$ cat src/rtl/frame_ctrl.sv
// frame_ctrl: classifies completed SPI frames, commits command payloads and runs
// the link watchdog / emergency-stop state machine that gates the output datapath.
module frame_ctrl #(
    parameter logic [31:0] HDR_WRITE      = 32'h74697277,
    parameter logic [31:0] HDR_READ       = 32'h64616572,
    parameter int unsigned TIMEOUT_CYCLES = 4800000
) (
    input  logic         clk,
    input  logic         rst,
    input  logic         rx_valid,
    input  logic [31:0]  rx_header,
    input  logic [207:0] rx_payload,
    input  logic         estop_in,
    output logic [207:0] cmd_payload,
    output logic         commit,
    output logic [31:0]  tx_header,
    output logic         fault,
    output logic [1:0]   state,
    output logic [15:0]  frame_count,
    output logic [7:0]   bad_count
);

    localparam int unsigned PAYLOAD_W = 208;
    localparam int unsigned WDOG_W    = 32;
    localparam int unsigned HDR_W     = 32;

    localparam logic [HDR_W-1:0]     TX_ESTOP    = 32'h65737470;
    localparam logic [HDR_W-1:0]     TX_DATA     = 32'h64617461;
    localparam logic [WDOG_W-1:0]    WDOG_RELOAD = WDOG_W'(TIMEOUT_CYCLES);
    // Keeps everything except joint enables [15:8] and digital outs [7:0].
    localparam logic [PAYLOAD_W-1:0] SAFE_MASK   = {{(PAYLOAD_W-16){1'b1}}, 16'h0000};

    typedef enum logic [1:0] {
        ST_IDLE    = 2'd0,
        ST_RUN     = 2'd1,
        ST_TIMEOUT = 2'd2,
        ST_ESTOP   = 2'd3
    } state_e;

    state_e               state_q, state_d;
    logic [PAYLOAD_W-1:0] payload_q, payload_d;
    logic                 commit_q, commit_d;
    logic [HDR_W-1:0]     tx_header_q, tx_header_d;
    logic                 fault_q, fault_d;
    logic [WDOG_W-1:0]    wdog_q, wdog_d;
    logic [15:0]          frame_count_q, frame_count_d;
    logic [7:0]           bad_count_q, bad_count_d;

    logic is_write;
    logic is_read;
    logic is_bad;

    // Frame classification on the completion strobe.
    always_comb begin
        is_write = rx_valid && (rx_header == HDR_WRITE);
        is_read  = rx_valid && (rx_header == HDR_READ);
        is_bad   = rx_valid && !is_write && !is_read;
    end

    // Next-state logic: e-stop beats frames, frames beat watchdog expiry.
    always_comb begin
        state_d       = state_q;
        payload_d     = payload_q;
        commit_d      = 1'b0;
        wdog_d        = wdog_q;
        frame_count_d = frame_count_q;
        bad_count_d   = bad_count_q;
        tx_header_d   = (state_q == ST_ESTOP) ? TX_ESTOP : TX_DATA;

        if (estop_in) begin
            state_d   = ST_ESTOP;
            payload_d = payload_q & SAFE_MASK;
        end else if (is_write) begin
            state_d       = ST_RUN;
            payload_d     = rx_payload;
            commit_d      = 1'b1;
            wdog_d        = WDOG_RELOAD;
            frame_count_d = frame_count_q + 16'd1;
        end else begin
            if (is_read) begin
                wdog_d = WDOG_RELOAD;
            end else if (state_q == ST_RUN) begin
                // RUN lasts exactly TIMEOUT_CYCLES cycles after the last good frame.
                if (wdog_q <= WDOG_W'(1)) begin
                    state_d   = ST_TIMEOUT;
                    payload_d = payload_q & SAFE_MASK;
                    wdog_d    = '0;
                end else begin
                    wdog_d = wdog_q - WDOG_W'(1);
                end
            end
            if (is_bad && (bad_count_q != 8'hFF)) begin
                bad_count_d = bad_count_q + 8'd1;
            end
        end

        fault_d = (state_d == ST_TIMEOUT) || (state_d == ST_ESTOP);
    end

    // State and output registers.
    always_ff @(posedge clk) begin
        if (rst) begin
            state_q       <= ST_IDLE;
            payload_q     <= '0;
            commit_q      <= 1'b0;
            tx_header_q   <= TX_DATA;
            fault_q       <= 1'b0;
            wdog_q        <= WDOG_RELOAD;
            frame_count_q <= '0;
            bad_count_q   <= '0;
        end else begin
            state_q       <= state_d;
            payload_q     <= payload_d;
            commit_q      <= commit_d;
            tx_header_q   <= tx_header_d;
            fault_q       <= fault_d;
            wdog_q        <= wdog_d;
            frame_count_q <= frame_count_d;
            bad_count_q   <= bad_count_d;
        end
    end

    assign cmd_payload = payload_q;
    assign commit      = commit_q;
    assign tx_header   = tx_header_q;
    assign fault       = fault_q;
    assign state       = state_q;
    assign frame_count = frame_count_q;
    assign bad_count   = bad_count_q;

endmodule

$ cat config.mk
export PLATFORM = sky130hd
export DESIGN_NAME = frame_ctrl
export DESIGN_NICKNAME = d
export VERILOG_FILES = /design/src/rtl/frame_ctrl.sv
export SDC_FILE = /design/constraint.sdc
export NUM_CORES = 1
export LEC_CHECK = 0
export BUFFER_PORTS_ARGS = -buffer_cell sky130_fd_sc_hd__buf_4
export CELL_PAD_IN_SITES_DETAIL_PLACEMENT = 0
export CELL_PAD_IN_SITES_GLOBAL_PLACEMENT = 1
export CORE_AREA = 2 2 201 203
export CTS_CLUSTER_SIZE = 30
export DETAILED_ROUTE_END_ITERATION = 10
export DIE_AREA = 0 0 203 205
export PLACE_DENSITY_LB_ADDON = 0.1
export SLEW_MARGIN = 20
export SYNTH_ARGS = -nofsm -noshare
export SYNTH_HDL_FRONTEND = slang
export SYNTH_SLANG_ARGS = --single-unit
$ cat constraint.sdc
create_clock -name clk -period 3.46 [get_ports clk]
set_input_delay 0.519 -clock clk [delete_from_list [all_inputs] [get_ports clk]]
set_output_delay 0.519 -clock clk [all_outputs]
set_load 0.01 [all_outputs]
==> metrics.txt, run 1 <==
Final TNS setup=0 ps; H-tree depth reported by CTS=2; maximum number of pins on one net before global-route repair=102; CTS clock-pin slew for the worst setup and hold paths=roughly 60 ps; number of distinct standard cells referenced by the synthesized netlist=56; via count normalized by instance count=roughly 4.5; RD Place Congestion=between 0.7 and 0.8; final number of hold-violating endpoints=0; total inserted antenna cells=0; met3 wire length=3700 um; worst setup path start=wdog_q[24]; ratio of final minimum period to clock period=0.735; CTS Sinks=270; Core Box Area=0.0394 sq mm; YS warnings=0; Max Transition Viols Final=0; cell occurring most often along the worst timing path=or4_4; post-cts resize count=0; run status=finished clean; sequential fraction of the synthesis area=0.516; First-pass DRT Iterations=5; DRC=0; die height=205 um; setup repair after global routing missed its margin=no; uppermost layer routed=met4; cell area reported after detailed placement=0.0145 sq mm; area growth from synthesis to final layout=49.2%; DP Cell Count=2240; max-capacitance violation count=0; TritonCTS clock tree=done; vias in the first global route=9923; Critical path buffers and inverters=0; worst-case headroom to the max-slew limit=0.509; layout cell share with drive strength beyond 1=0.321; worst slew pin tran=between 700 and 800 ps; die outline area=0.0416 sq mm; area of the mapped netlist=0.0105 sq mm; post-CTS setup buffer count=0; CP startpoint kind=flop; number of register bits inferred by synthesis=270; type of the tightest min-delay check=input port to flop; Setup Viol. Count Final=0; sequence of cells on the critical path=or4_4 > or4_4 > nor3_2 > and2_1 > o21ai_1 > a221o_1; critical path's top delay family=simple AND/OR/NAND/NOR gates; count of vias placed by the detailed router=10316; post-placement setup slack=464 ps; Main synth FF type=dfxtp_1; ANT nets after route=0; post-layout instance count excluding filler cells=roughly 2300; WHS=237 ps; syn avg cell area=8.06 sq um; leakage power=approximately 0.0063 uW; maximum VDD drop=0.268 mV; number of buffers inserted during clock tree synthesis=35; Post-Synthesis Cells=1301; fraction of registers with async set or reset after synthesis=0; IO buf count=484; maximum achievable frequency=0.393 GHz; effective utilization at floorplan=0.266; Global Route Usage Sum=0.179; skew final=around 13 ps; Routed met1 length=approximately 16000 um; post-detailed-placement half-perimeter wirelength=27200 um; maximum count of clock buffers along a single path=3; beginning of the worst register-to-register path=wdog_q[24]; number of antenna violations at the first check in global routing=0; hold path startpoint=rx_payload[75]; largest stage delay on the critical path=580 ps; total wirelength of the detailed-routed design=38800 um; type of the worst setup path=flop to flop; iteration-0 DRC count of the detailed router=roughly 580; worst-skew pair later-pin latency=approximately 530 ps; post-layout worst setup margin=918 ps; Layout Nets=2000; arrival time of the worst setup path=2950 ps; # IOs=512; clock root cell=clkbuf_16; wire length of the first global-routing pass=between 50000 and 60000 um; total of hold buffers inserted after clock tree synthesis=0; Rows=73; Worst Setup End Kind=flop; Period minus WS final=around 2500 ps; CP max stage cell=or4_4; Die X=203 um; Power Density=457 mW/mm^2; Congestion Overflow GR=0; crit-path max FO=8; final cell area excluding filler cells=0.0156 sq mm; met2 wire len=18800 um; data required time at the worst endpoint=3870 ps; number of flops mapped to enable cells by yosys=0; wire length per cell after detailed routing=approximately 17 um
==> cell type report <==
cell class	instances	area, sq um
fill	4054	23700
sequential	270	5410
multi-input combinational	935	4560
timing repair buffer	504	3880
clock buffer	55	1050
tap	525	657
clock inverter	4	70.1
inverter	6	22.5
==> report_power, final <==
| group | internal, uW | switching (uW) | total [uW] |
|---|---|---|---|
| logic | 224 | 186 | 410 |
| registers | 3120 | 14.2 | 3140 |
| clock network | 2230 | 1380 | 3600 |
==> kinds of logic after synthesis <==
kind of cell	synth area share
simple gates	0.236
compound gates	0.157
flops	0.516
buf+inv	0.0608
xor+xnor	0.0251
fa+ha+maj	0.00477
other cells	0.000716
==> registers in the layout, summed over array words and instances, names as in the netlist <==
signal	count
cmd_payload	208
wdog_q	32
frame_count	16
bad_count	8
state	2
tx_header	2
commit	1
fault	1
==> through the flow <==
stage / power, uW / utilization
finish: 7150 / 0.397
CTS: 7290 / 0.397
global placement: 3620 / 0.369
floorplan: 3360 / -
global route: 7450 / 0.397
detailed placement: 3620 / 0.369
==> layer usage <==
layer | GRT usage | up-vias
li1 | - | 5200
met1 | 0.208 | 4700
met2 | 0.305 | 365
met3 | 0.0714 | 51
met4 | 0.0508 | 0
met5 | 0 | -
==> cells in the mapped netlist, types with 3 or more instances <==
cell type  instances  area share
a211o_1            4      0.0033
a21oi_1          215        0.10
a22oi_1           16       0.011
and2_1             3      0.0018
and4b_1            3      0.0029
buf_2             19      0.0091
buf_4             31       0.022
buf_6              3      0.0032
clkbuf_1          60       0.021
dfxtp_1          270        0.52
ha_1               4      0.0048
inv_1              6      0.0021
nand2_1          407        0.15
nand2b_1           3      0.0018
nand3_1           15      0.0072
nand4_1           10      0.0060
nor2_1            69       0.025
nor3_1            17      0.0081
nor4_1            11      0.0066
nor4b_1            4      0.0033
nor4bb_1           3      0.0029
o2111ai_1          4      0.0033
o211ai_1          13      0.0093
o21ai_0           21       0.010
o21ai_1            3      0.0014
o31ai_1            3      0.0021
or2_2              4      0.0024
or3_1             12      0.0072
or4_4              3      0.0032
xnor2_1           11      0.0092
xor2_1            19       0.016
==> worst paths after layout <==
kind / endpoint / slack [ps] / cells after the start
setup / recovery: wdog_q[9] / 920 / 6
hold / removal: cmd_payload[75] / 240 / 3
setup reg to reg: wdog_q[9] / 920 / 6
hold reg to reg: cmd_payload[184] / 450 / 2
==> cells in the final DEF, fill, tap and decap left out, drive strengths merged, types with 4 or more instances in the layout <==
master / Yosys / final
or3: 14 / 14
a211o: 4 / 4
or2: 5 / 5
nand4: 10 / 10
a21oi: 215 / 215
nand2: 407 / 407
inv: 6 / 6
nor3: 18 / 18
ha: 4 / 4
dfxtp: 270 / 270
nor4: 12 / 12
nor2: 70 / 70
o31ai: 4 / 4
a22oi: 16 / 16
buf: 53 / 503
nand3: 15 / 15
nor4b: 4 / 4
xnor2: 11 / 11
or4: 6 / 6
conb: 2 / 27
o211ai: 13 / 13
o2111ai: 4 / 4
o21ai: 24 / 24
clkbuf: 62 / 56
xor2: 19 / 19
==> tightest hold or removal path, delay by kind of cell <==
| kind | cells | cell delay, ps |
|---|---|---|
| compound gates | 1 | 50 |
| buf+inv | 1 | 110 |
| simple gates | 1 | 40 |
Power figures use the tool's default switching activity.
==> run 2, diff against run 1 <==
--- a/config.mk
+++ b/config.mk
@@ -8,10 +8,10 @@
 export BUFFER_PORTS_ARGS = -buffer_cell sky130_fd_sc_hd__buf_4
 export CELL_PAD_IN_SITES_DETAIL_PLACEMENT = 0
 export CELL_PAD_IN_SITES_GLOBAL_PLACEMENT = 1
-export CORE_AREA = 2 2 201 203
+export CORE_AREA = 2 2 199 201
 export CTS_CLUSTER_SIZE = 30
 export DETAILED_ROUTE_END_ITERATION = 10
-export DIE_AREA = 0 0 203 205
+export DIE_AREA = 0 0 201 203
 export PLACE_DENSITY_LB_ADDON = 0.1
 export SLEW_MARGIN = 20
 export SYNTH_ARGS = -nofsm -noshare
==> constraint.sdc (replaced) <==
create_clock -name clk -period 2.2 [get_ports clk]
set_input_delay 0.33 -clock clk [delete_from_list [all_inputs] [get_ports clk]]
set_output_delay 0.33 -clock clk [all_outputs]
set_load 0.01 [all_outputs]
==> run 2 against run 1 <==
  * Sequential cell count stayed put
  * Utilization is 2.9 points higher
  * Via count is 3.8% higher
  * Clock skew is 0.94 ps higher
  * Register-to-register slack worse by 1100 ps
  * Global-route usage is 0.94 points higher
  * First-iteration DRC count is 11% lower
  * The flow now finishes with violations (negative setup slack)
  * Largest power group unchanged
==> metrics.txt, run 2 (synthesized netlist as in run 1, its figures left out) <==
final cell area excluding filler cells=0.0164 sq mm (+4.9%); post-detailed-placement half-perimeter wirelength=29200 um (+7.4%); maximum number of pins on one net before global-route repair=76 (-25%); crit-path max FO=5 (-3); clock root cell=clkbuf_16; CTS clock-pin slew for the worst setup and hold paths=50 ps (about the same); Layout Nets=2069 (+3.5%); Period minus WS final=2400 ps (-142 ps); cell area reported after detailed placement=0.0151 sq mm (+3.8%); Worst Setup End Kind=flop; CP startpoint kind=flop; Global Route Usage Sum=0.189 (+0.00935); maximum count of clock buffers along a single path=3 (unchanged); worst-case headroom to the max-slew limit=0.646 (+0.138); ratio of final minimum period to clock period=1.09 (+0.356); setup repair after global routing missed its margin=yes; Die X=201 um (-0.99%); post-layout worst setup margin=-200 ps (-1120 ps); number of buffers inserted during clock tree synthesis=36 (+2.9%); die outline area=0.0408 sq mm (-2.0%); iteration-0 DRC count of the detailed router=517 (-11%); Max Transition Viols Final=0 (unchanged); max-capacitance violation count=0 (unchanged); IO buf count=484 (unchanged); worst slew pin tran=529 ps (-202 ps); skew final=13.8 ps (+0.937 ps); wire length per cell after detailed routing=17.0 um (+0.65%); Power Density=671 mW/mm^2 (+47%); Core Box Area=0.0385 sq mm (-2.3%); post-layout instance count excluding filler cells=2358 (+2.6%); commonest cells after routing, fill and taps aside=buf_4, nand2_1, dfxtp_1; run status=finished, violations left; total wirelength of the detailed-routed design=40000 um (+3.2%); arrival time of the worst setup path=2800 ps (-150 ps); worst-skew pair later-pin latency=530 ps (about the same); maximum VDD drop=0.418 mV (+56%); # IOs=512 (unchanged); die height=203 um (-0.98%); H-tree depth reported by CTS=2 (unchanged); area growth from synthesis to final layout=56.6%; fillcell total=3969 (-2.1%); violations in the final reports=negative setup slack; RD Place Congestion=0.797 (+3.3%); maximum achievable frequency=0.417 GHz (+5.9%); CTS Sinks=270 (unchanged); Reg2Reg Setup Slack=-200 ps (-1120 ps); effective utilization at floorplan=0.273 (+0.00623); layout cell share with drive strength beyond 1=0.364 (+0.0430); count of vias placed by the detailed router=10703 (+3.8%); number of antenna violations at the first check in global routing=1 (+1); WHS=46.3 ps (-190 ps); Rows=72 (-1.4%); type of the worst setup path=flop to flop; max reg flops=208 (unchanged); Final TNS setup=-2820 ps (-2820 ps); TritonCTS clock tree=done; vias in the first global route=10276 (+3.6%); DRC=0 (unchanged); type of the tightest min-delay check=input port to flop; total of hold buffers inserted after clock tree synthesis=0 (unchanged); via count normalized by instance count=4.54 (+1.2%); First-pass DRT Iterations=5 (unchanged); commonest non-fill, non-tap cell in the layout=buf_4; leakage power=0.00666 uW (+5.6%); final number of hold-violating endpoints=0 (unchanged); Congestion Overflow GR=0 (unchanged); data required time at the worst endpoint=2600 ps (-1270 ps); ANT nets after route=0 (unchanged); wire length of the first global-routing pass=60700 um (+3.5%); DP Cell Count=2295 (+2.5%); Setup Viol. Count Final=48 (+48)
[run 2: worst max-delay path, cell delays in order (launching register included)]
cell      delay (ps)
dfxtp_1          310
or4_4            530
or4_4            470
or4_4            510
a21boi_2         170
o31ai_2          180
o211ai_1         110
[run 2: worst paths after layout]
path,to,depth (start not counted),start
worst min-delay path,cmd_payload[13],3,rx_payload[13]
worst min register to register,cmd_payload[47],2,cmd_payload[47]
worst max-delay path,wdog_q[13],6,wdog_q[24]
worst max register to register,wdog_q[13],6,wdog_q[24]
[run 2: power breakdown]
group / switching, uW / internal [uW] / total, uW
combinational: 331 / 404 / 736
sequential: 19.7 / 4910 / 4930
clock: 2140 / 3210 / 5350
total: 2490 / 8530 / 11000
[run 2: metrics by stage]
stage / power, uW / utilization / setup WS (ps)
2_1_floorplan: 5290 / - / -238
3_5_place_dp: 5730 / 0.392 / -312
3_3_place_gp: 5730 / 0.392 / -250
5_1_grt: 11500 / 0.427 / -271
4_1_cts: 11200 / 0.424 / -203
6_report: 11000 / 0.427 / -200
[run 2: cell type report]
class | instances | area, sq um | share of cell area
flip-flops and latches | 270 | 5410 | 0.329
multi-input cells | 935 | 4750 | 0.289
repair buffers | 572 | 4530 | 0.276
clock buffers | 50 | 1020 | 0.0624
well taps | 518 | 648 | 0.0395
clock inverters | 6 | 35.0 | 0.00213
inverters | 6 | 22.5 | 0.00137
diodes | 1 | 2.50 | 0.000152
[run 2: per-layer routing]
metal,wire (um),vias to the layer above,track usage
li1,-,5351,-
met1,16900,4889,0.234
met2,18700,412,0.306
met3,3540,51,0.0637
met4,968,0,0.0646
met5,0,-,0
[run 2: timing repair]
item / 4_1_cts / 5_1_grt
pin swaps: 7 / 7
setup buffers: 2 / 0
gates cloned: 1 / 3
resized for setup: 25 / 13
endpoints found under the setup margin: 49 / 51
